### src/rtl/serial_pkg.sv
// Shared definitions for the serializer and the downstream "101" detector.
package serial_pkg;

  typedef enum logic {
    ST_IDLE  = 1'b0,
    ST_SHIFT = 1'b1
  } state_e;

  localparam int unsigned SER_WIDTH_DEFAULT = 8;
  localparam logic [2:0]  DETECT_PATTERN    = 3'b101;

endpackage

### src/rtl/bit_serializer.sv
// Parallel-in/serial-out stage: takes WIDTH-bit words over valid/ready and
// emits them one bit per clock, with zero-gap back-to-back streaming.
module bit_serializer
  import serial_pkg::*;
#(
  parameter int unsigned WIDTH     = SER_WIDTH_DEFAULT,
  parameter bit          MSB_FIRST = 1'b1,
  parameter bit          IDLE_BIT  = 1'b0
) (
  input  logic             clk,
  input  logic             rst_n,
  input  logic [WIDTH-1:0] load_data,
  input  logic             load_valid,
  output logic             load_ready,
  output logic             ser_out,
  output logic             ser_valid,
  output logic             frame_start,
  output logic             frame_last
);

  localparam int unsigned      CNT_W    = $clog2(WIDTH);
  localparam logic [CNT_W-1:0] CNT_LAST = CNT_W'(WIDTH - 1);

  state_e             state_q, state_d;
  logic [CNT_W-1:0]   cnt_q,   cnt_d;
  logic [WIDTH-1:0]   sreg_q,  sreg_d;
  logic               last_c;
  logic               xfer_c;
  logic [WIDTH-1:0]   sreg_adv_c;

  assign last_c = (state_q == ST_SHIFT) && (cnt_q == CNT_LAST);
  assign xfer_c = load_valid && load_ready;

  // Advance toward the output end, zero-filling the vacated side.
  assign sreg_adv_c = MSB_FIRST ? {sreg_q[WIDTH-2:0], 1'b0}
                                : {1'b0, sreg_q[WIDTH-1:1]};

  // State register.
  always_ff @(posedge clk or negedge rst_n) begin
    if (!rst_n) begin
      state_q <= ST_IDLE;
      cnt_q   <= '0;
      sreg_q  <= '0;
    end else begin
      state_q <= state_d;
      cnt_q   <= cnt_d;
      sreg_q  <= sreg_d;
    end
  end

  // Next-state logic.
  always_comb begin
    state_d = state_q;
    cnt_d   = cnt_q;
    sreg_d  = sreg_q;
    case (state_q)
      ST_IDLE: begin
        if (xfer_c) begin
          state_d = ST_SHIFT;
          cnt_d   = '0;
          sreg_d  = load_data;
        end
      end
      ST_SHIFT: begin
        if (!last_c) begin
          cnt_d  = cnt_q + CNT_W'(1);
          sreg_d = sreg_adv_c;
        end else if (xfer_c) begin
          cnt_d  = '0;
          sreg_d = load_data;
        end else begin
          state_d = ST_IDLE;
        end
      end
      default: state_d = ST_IDLE;
    endcase
  end

  // Output decode from registered state only; load_ready never sees load_valid.
  always_comb begin
    load_ready  = 1'b0;
    ser_out     = IDLE_BIT;
    ser_valid   = 1'b0;
    frame_start = 1'b0;
    frame_last  = 1'b0;
    if (state_q == ST_IDLE) begin
      load_ready = 1'b1;
    end else begin
      load_ready  = last_c;
      ser_out     = MSB_FIRST ? sreg_q[WIDTH-1] : sreg_q[0];
      ser_valid   = 1'b1;
      frame_start = (cnt_q == '0);
      frame_last  = last_c;
    end
  end

endmodule
### config.mk
export PLATFORM = sky130hd
export DESIGN_NAME = bit_serializer
export DESIGN_NICKNAME = d
export VERILOG_FILES = /design/src/rtl/serial_pkg.sv /design/src/rtl/bit_serializer.sv
export SDC_FILE = /design/constraint.sdc
export NUM_CORES = 1
export LEC_CHECK = 0
export ABC_AREA = 1
export BUFFER_PORTS_ARGS = -buffer_cell sky130_fd_sc_hd__buf_2
export CAP_MARGIN = 5
export CORE_UTILIZATION = 45
export CTS_CLUSTER_SIZE = 8
export DETAILED_ROUTE_END_ITERATION = 7
export PLACE_DENSITY = 0.81
export SLEW_MARGIN = 0
export SYNTH_ARGS = -nofsm -noshare
export SYNTH_HDL_FRONTEND = slang
export SYNTH_SLANG_ARGS = --single-unit
### constraint.sdc
create_clock -name clk -period 3.7 [get_ports clk]
set_input_delay 0.74 -clock clk [delete_from_list [all_inputs] [get_ports clk]]
set_output_delay 0.74 -clock clk [all_outputs]
set_load 0.005 [all_outputs]
# [Word level (Yosys, flattened, before mapping)]
# Cells that the tools add are included.
[op_classes] n_bitwise=1 n_mux=14 add_sub_neg=1 eq_ne=1 n_reduce_logical=3
[op_table] op="8-bit 2-to-1 mux" count=2
[op_table] op="8-bit case mux with 2 select lines" count=1
[op_table] op="1-bit 2-to-1 mux" count=7
[op_table] op="3-bit 2-to-1 mux" count=2
[op_table] op="3-bit case mux with 2 select lines" count=1
[op_table] op="3-bit by 1-bit adder with 3-bit output (second input constant)" count=1
[op_table] op="3-bit == test (second input constant)" count=1
[op_table] op="3-bit logical NOT" count=1
[op_table] op="1-bit logical AND" count=2
[op_table] op="1-bit case mux with 2 select lines" count=1
[op_table] op="1-bit NOT" count=1
[word_totals] in_bits=11 ff_bits=12 output_inout_bits=5

# [Longest topological paths before layout]
# Gate-level depths: netlist of the first run.
[depth] word_depth=7 mapped_depth=7 depth_no_buf=7

# [Worst setup path before layout of the first run]
# OpenSTA, ideal clock, no wires.
[synth_path] path_kind="register -> output" start="register cnt_q[0]" end="output load_ready" required_ns=2.960 arrival_ns=1.060 path_buffers=1 stages_incl_launch_ff=6 path_slack_ns=1.900 cell_sequence="dfrtp_1 -> ha_1 -> ha_1 -> inv_2 -> nand2_4 -> buf_6"
[synth_between] elab_chain_len=3
[synth_lines] element="start, declared" line_no="bit_serializer.sv:25" source="logic [CNT_W-1:0] cnt_q, cnt_d;"
[synth_lines] element="start signal, assigned" line_no="bit_serializer.sv:46" source="cnt_q <= cnt_d;"
[synth_lines] element="3-bit == test" line_no="bit_serializer.sv:31" source="assign last_c = (state_q == ST_SHIFT) && (cnt_q == CNT_LAST);"
[synth_lines] element="1-bit logical AND" line_no="bit_serializer.sv:31"
[synth_lines] element="1-bit 2-to-1 mux" line_no="bit_serializer.sv:86" source="if (state_q == ST_IDLE) begin"
[synth_lines] element="end, declared" line_no="bit_serializer.sv:14" source="output logic load_ready,"
# No other way between the ends.

# [Final worst setup path of the first run]
# Same ends and word-level chain as after synthesis.

==> results by group, run 1 <==
Power and ir drop
  – Logic pwr share: 43.9%
  – Internal: 318 uW
  – Lkg Pwr: 0.000423 uW
  – NetSw: 208 uW
  – Switch share: 39.5%
  – Clock Power Share: 14.3%
  – Pwr Density: 724 mW/mm^2
  – Worst VDD drop: 0.325 mV
  – Seq pwr share: 41.8%

Clocking
  – TritonCTS clock tree: built
  – CTS Hold Bufs: 0
  – TritonCTS Buffers: 3
  – Worst-path clk slew: 0.07 ns
  – Number of buffers on the longest clock path: 2
  – Post-CTS Resized: 0
  – Clk sinks: 12
  – Worst-Skew Late Latency: 0.26 ns
  – CTS root buffer: clkbuf_4
  – Post-CTS setup buffers: 0
  – CTS H-tree depth: 1

Floorplanning
  – Starting Density: 48.1%
  – Horiz. Die Dim: 39.3 um
  – DIE AREA: 0.00154 sq mm
  – Io pins: 16
  – Die height: 39.3 um
  – Core area: 0.00130 sq mm
  – FP Rows: 13

Placement
  – Post-DP HPWL: 750 um
  – Number of port buffers: 15
  – Pre-CTS setup slack: 1.81 ns
  – Gpl congestion: 0.677

Finish
  – Share of cells above drive strength 1: 25.5%
  – Fin nets: 110
  – Area growth syn-to-layout: 16.0%
  – ANT cells: 0
  – Most frequent cells in the layout: nand2_1, nand3_1, buf_2
  – Commonest non-fill, non-tap cell in the layout: nand2_1
  – Final core occ: 55.8%

Synthesis
  – Synth Net Count: 92
  – Post-synth top area cell: dfrtp_1
  – Top-area cell type share of the netlist area: 48.0%
  – Flops & latches, synth: 12
  – Synth cell types: 13
  – Mapped Area: 626 sq um
  – Syn Inst Count: 78
  – Syn. warnings: 0
  – Area contributors post-synth: dfrtp_1, nand3_1, nand2_1
  – Register area share after synthesis: 48.0%
  – Avg Cell Area, Syn: 8.02 sq um

Timing
  – Clock Skew: 0.00354 ns
  – Setup_tns: 0 ns
  – RSZ-0062 raised after global routing: no
  – Setup violations, final: 0
  – Final Hold Vio Count: 0
  – Fmax: 459 MHz
  – Actual slew at the worst max-slew pin: 0.257 ns
  – Slew Viols, Final: 0
  – Fin crit share: 58.8%
  – Tmin final: 2.18 ns
  – Worst Slack Setup Final: 1.52 ns
  – Relative slew slack: 82.9%

Worst setup path
  – CP endpoint kind: output pin
  – Slowest-stage cell, CP: dfrtp_1
  – CP peak stage delay: 0.38 ns
  – CP Cell Sequence: ha_1, ha_1, inv_2, nand2_4, buf_2
  – R2r setup slk: 2.35 ns
  – Critical Path Start Type: flip-flop
  – CP max FO: 16
  – Crit path DAT: 1.44 ns
  – Crit Path Class: reg -> out
  – CP most frequent cell: ha_1
  – Worst Path Required: 2.96 ns

Route
  – Vias: 517
  – # DRC: 0
  – DR WL/cell: 9.17 um
  – Antenna Violating Nets Remaining: 0
  – Vias per cell: 4.74
  – Initial DRT Pass Iterations: 4
  – DRT iter0 DRCs: 20
  – Routed WL: 999 um

Global routing
  – M1 GR Usage: 23.6%
  – Busiest grt layer: met1
  – Initial antenna violation count: 0
  – Largest net degree at the start of global routing: 17
  – First-pass GRT wire length: 1590 um
  – Total global routing overflow: 0
  – Met3 track demand over resource: 1.70%
  – Met2 Resource Use GR: 21.3%
  – GRT Total Usage: 15.4%
  – Vias in the first global route: 378

Job
  – Max-Cap Viols: 0

Worst hold path
  – Hold crit path type: in -> async

Run status
  – Status: finished, final reports clean
-- critical path, delay by kind of cell (launching register included) --
family / cells / cell delay (ns)
fa+ha+maj: 2 / 0.44
buf+inv: 2 / 0.25
flops: 1 / 0.38
simple gates: 1 / 0.11
-- sequential cells by signal (all words and copies together), names as in the netlist --
name     flops
cnt_q        3
sreg_q       8
state_q      1
-- power groups by stage --
stage | Clock [uW] | Combinational [uW] | Sequential, uW
floorplan | 0 | 187 | 214
global placement | 0 | 228 | 220
detailed placement | 0 | 232 | 222
CTS | 77.3 | 234 | 220
global route | 82.1 | 275 | 226
finish | 75.1 | 231 | 220
-- metrics by stage --
stage / power (uW) / instance area, sq um / cells / hold WS, ns
floorplan: 401 / 626 / 78 / 0.444
global placement: 448 / 703 / 106 / 0.481
detailed placement: 454 / 703 / 106 / 0.484
CTS: 531 / 726 / 109 / 0.343
global route: 583 / 726 / 109 / 0.350
finish: 526 / 726 / 109 / 0.333
-- synth_stat cells --
library cell,instances
nand2_1,18
nand3_1,17
dfrtp_1,12
inv_1,10
nor2_1,7
ha_1,3
inv_2,3
o21ai_0,3
buf_2,1
buf_6,1
nand2_2,1
nand2_4,1
nor2_4,1
-- logic make-up (layout without fill, tap and decap cells) --
group	after synthesis	after routing	synth area share [%]
AOI/OAI and AO/OA	3	3	2.40
adders and majority gates	3	3	6.00
and+or+nand+nor	45	45	33.2
DFF	12	12	48.0
buffers and inverters	15	31	10.4
-- path summary, 6_finish.rpt --
path,cells after the start,start,to
max,5,cnt_q[0]$_DFF_PN0_,load_ready
min,1,rst_n,sreg_q[0]$_DFF_PN0_
max reg2reg,6,cnt_q[0]$_DFF_PN0_,sreg_q[5]$_DFF_PN0_
min reg2reg,2,sreg_q[1]$_DFF_PN0_,sreg_q[2]$_DFF_PN0_
max in group asynchronous,1,rst_n,sreg_q[5]$_DFF_PN0_
min in group clk,2,sreg_q[1]$_DFF_PN0_,sreg_q[2]$_DFF_PN0_
-- layer usage --
| layer | vias to the layer above | part of all wire, % |
|---|---|---|
| met5 | - | 0 |
| met4 | 0 | 0.70 |
| met1 | 217 | 46 |
| met2 | 22 | 46 |
| li1 | 276 | - |
| met3 | 2 | 7.5 |
-- area by class of cell --
cell class	instances	area (sq um)
timing repair buffer	15	75.1
multi-input combinational	51	260
fill	129	576
sequential	12	300
clock buffer	3	22.5
tap	15	18.8
inverter	13	48.8
(Power assumes the default switching activity.)
==> inputs of run 2 (changes only) <==
--- a/config.mk
+++ b/config.mk
@@ -8,10 +8,10 @@
 export ABC_AREA = 1
 export BUFFER_PORTS_ARGS = -buffer_cell sky130_fd_sc_hd__buf_2
 export CAP_MARGIN = 5
-export CORE_UTILIZATION = 45
+export CORE_UTILIZATION = 44
 export CTS_CLUSTER_SIZE = 8
 export DETAILED_ROUTE_END_ITERATION = 7
-export PLACE_DENSITY = 0.81
+export PLACE_DENSITY = 0.82
 export SLEW_MARGIN = 0
 export SYNTH_ARGS = -nofsm -noshare
 export SYNTH_HDL_FRONTEND = slang
==> constraint.sdc (replaced) <==
create_clock -name clk -period 2 [get_ports clk]
set_input_delay 0.4 -clock clk [delete_from_list [all_inputs] [get_ports clk]]
set_output_delay 0.4 -clock clk [all_outputs]
set_load 0.005 [all_outputs]
==> results by group, run 2 (same netlist as run 1, synthesis figures left out) <==
Run status
  – Status: finished, final reports clean (unchanged)

Clocking
  – Worst-path clk slew: 0.07 ns (about the same)
  – Clk sinks: 12 (unchanged)
  – CTS root buffer: clkbuf_4 (unchanged)
  – CTS H-tree depth: 1 (unchanged)
  – TritonCTS Buffers: 3 (unchanged)
  – Post-CTS setup buffers: 0 (unchanged)
  – TritonCTS clock tree: built (unchanged)
  – Worst-Skew Late Latency: 0.27 ns (was 0.26 ns)
  – Number of buffers on the longest clock path: 2 (unchanged)

Timing
  – Actual slew at the worst max-slew pin: 0.271 ns (was 0.257 ns)
  – Setup violations, final: 0 (unchanged)
  – Fin crit share: 91.9%
  – Tmin final: 1.84 ns
  – Fmax: 544 MHz
  – Final Hold Vio Count: 0 (unchanged)
  – Clock Skew: 0.00375 ns (was 0.00354 ns)
  – Setup_tns: 0 ns (unchanged)
  – Worst Slack Setup Final: 0.162 ns (was 1.52 ns)
  – Relative slew slack: 82.0% (was 82.9%)
  – RSZ-0062 raised after global routing: no (unchanged)
  – Slew Viols, Final: 0 (unchanged)

Worst setup path
  – CP Cell Sequence: ha_1, ha_1, inv_2, nand2_4, buf_2 (unchanged)
  – Reg-to-Reg End: sreg_q[1]$_DFF_PN0_ (was sreg_q[5]$_DFF_PN0_)
  – R2r setup slk: 0.64 ns (was 2.35 ns)
  – Crit path DAT: 1.44 ns (about the same)
  – CP endpoint kind: output pin (unchanged)
  – Crit. Startpoint: cnt_q[0]$_DFF_PN0_ (unchanged)
  – Crit path capture: load_ready (unchanged)
  – Crit Path Class: reg -> out (unchanged)
  – Worst Path Required: 1.60 ns (was 2.96 ns)
  – FF-to-FF path depth: 6 (unchanged)
  – Critical path buffer and inverter count: 2 (unchanged)
  – CP most frequent cell: ha_1 (unchanged)
  – CP max FO: 16 (unchanged)
  – Reg-to-reg startpoint: cnt_q[0]$_DFF_PN0_ (unchanged)
  – Top delay family on crit path: adder cells (unchanged)
  – Critical Path Start Type: flip-flop (unchanged)
  – WP depth: 5 (unchanged)
  – Slowest-stage cell, CP: dfrtp_1 (unchanged)
  – CP peak stage delay: 0.38 ns (about the same)

Global routing
  – Vias in the first global route: 413 (was 378)
  – Total global routing overflow: 0 (unchanged)
  – First-pass GRT wire length: 1690 um (was 1590 um)
  – GRT Total Usage: 17.3% (was 15.4%)
  – Initial antenna violation count: 0 (unchanged)
  – Largest net degree at the start of global routing: 17 (unchanged)

Worst hold path
  – Hold crit path type: in -> reg (was in -> async)
  – Hold Path Stages: 3

Finish
  – Most flop-heavy register: sreg_q (unchanged)
  – Largest register FFs: 8 (unchanged)
  – Fin nets: 111 (was 110)
  – Share of cells above drive strength 1: 26.0% (was 25.5%)
  – Area growth syn-to-layout: 19.8% (was 16.0%)
  – ANT cells: 0 (unchanged)
  – Biggest regs: sreg_q x8, cnt_q x3, state_q x1 (unchanged)
  – Fill cell count: 109 (was 129)
  – Most frequent cells in the layout: nand2_1, nand3_1, buf_2 (unchanged)
  – Commonest non-fill, non-tap cell in the layout: nand2_1 (unchanged)

Placement
  – Post-DP HPWL: 798 um (was 750 um)
  – Number of port buffers: 15 (unchanged)
  – Pre-CTS setup slack: 0.450 ns (was 1.81 ns)
  – Gpl congestion: 0.634 (was 0.677)

Power and ir drop
  – Clock Power Share: 18.2% (was 14.3%)
  – Lkg Pwr: 0.000434 uW (was 0.000423 uW)
  – Internal: 631 uW (was 318 uW)
  – Worst VDD drop: 0.852 mV (was 0.325 mV)
  – NetSw: 391 uW (was 208 uW)
  – Seq pwr share: 39.7% (was 41.8%)
  – Logic pwr share: 42.2% (was 43.9%)
  – Switch share: 38.2% (was 39.5%)
  – Pwr Density: 1360 mW/mm^2 (was 724 mW/mm^2)

Route
  – # DRC: 0 (unchanged)
  – Routed WL: 1060 um (was 999 um)
  – Vias: 529 (was 517)
  – DR WL/cell: 9.58 um (was 9.17 um)
  – Vias per cell: 4.77 (was 4.74)
  – DRT iter0 DRCs: 16 (was 20)
  – Initial DRT Pass Iterations: 4 (unchanged)
  – Antenna Violating Nets Remaining: 0 (unchanged)

Floorplanning
  – Starting Density: 47.5% (was 48.1%)
  – DIE AREA: 0.00158 sq mm (was 0.00154 sq mm)
  – Core area: 0.00132 sq mm (was 0.00130 sq mm)
  – Io pins: 16 (unchanged)
  – Horiz. Die Dim: 39.7 um (was 39.3 um)
  – Die height: 39.7 um (was 39.3 um)
  – FP Rows: 13 (unchanged)

Job
  – Max-Cap Viols: 0 (unchanged)
==> run 2: layer usage <==
layer  vias up  GRT usage [%]  share of wire, %
li1        280              -                 -
met3         0           8.52               5.6
met1       232           19.7                47
met2        17           25.4                47
met4         0           10.3                 0
met5         -              0                 0
==> run 2: tightest hold or removal path: cells and delay by family <==
kind | cells | cell delay (ns)
buffers and inverters | 1 | 0.07
AND/OR/NAND/NOR | 2 | 0.11
==> run 2: how the worst min path moves through the flow <==
stage,slack (ns),end,startpoint
3_3_place_gp,0.29,sreg_q[6]$_DFF_PN0_,rst_n
6_report,0.36,sreg_q[5]$_DFF_PN0_,load_data[5]
5_1_grt,0.36,sreg_q[7]$_DFF_PN0_,load_data[7]
2_1_floorplan,0.10,cnt_q[0]$_DFF_PN0_,rst_n
3_5_place_dp,0.29,sreg_q[7]$_DFF_PN0_,rst_n
4_1_cts,0.35,sreg_q[5]$_DFF_PN0_,load_data[5]
==> run 2: final cells by class <==
class | count | area (sq um) | share of cell area [%]
Clock buffer | 4 | 36.3 | 4.84
Inverter | 13 | 48.8 | 6.51
Multi-Input combinational cell | 51 | 260 | 34.7
Sequential cell | 12 | 300 | 40.1
Tap cell | 15 | 18.8 | 2.50
Timing Repair Buffer | 16 | 85.1 | 11.4
==> run 2: what timing repair did <==
action,CTS,global route
gates resized for setup,0,0
hold endpoints to repair,12,0
hold buffers,1,0
==> run 2: power by group through the flow <==
stage	combinational, uW	sequential (uW)	clock [uW]
2_1_floorplan	345	397	0
3_3_place_gp	418	405	0
3_5_place_dp	436	412	0
4_1_cts	439	407	196
5_1_grt	515	417	203
6_report	431	405	186
==> run 2: through the flow <==
| stage | util (%) | hold WS (ns) | instances | total power [uW] | cell area [sq um] |
|---|---|---|---|---|---|
| 3_5_place_dp | 53.4 | 0.291 | 106 | 848 | 703 |
| 2_1_floorplan | - | 0.104 | 78 | 742 | 626 |
| 6_report | 56.9 | 0.360 | 111 | 1020 | 749 |
| 4_1_cts | 56.9 | 0.351 | 111 | 1040 | 749 |
| 3_3_place_gp | 53.4 | 0.288 | 106 | 822 | 703 |
| 5_1_grt | 56.9 | 0.356 | 111 | 1140 | 749 |
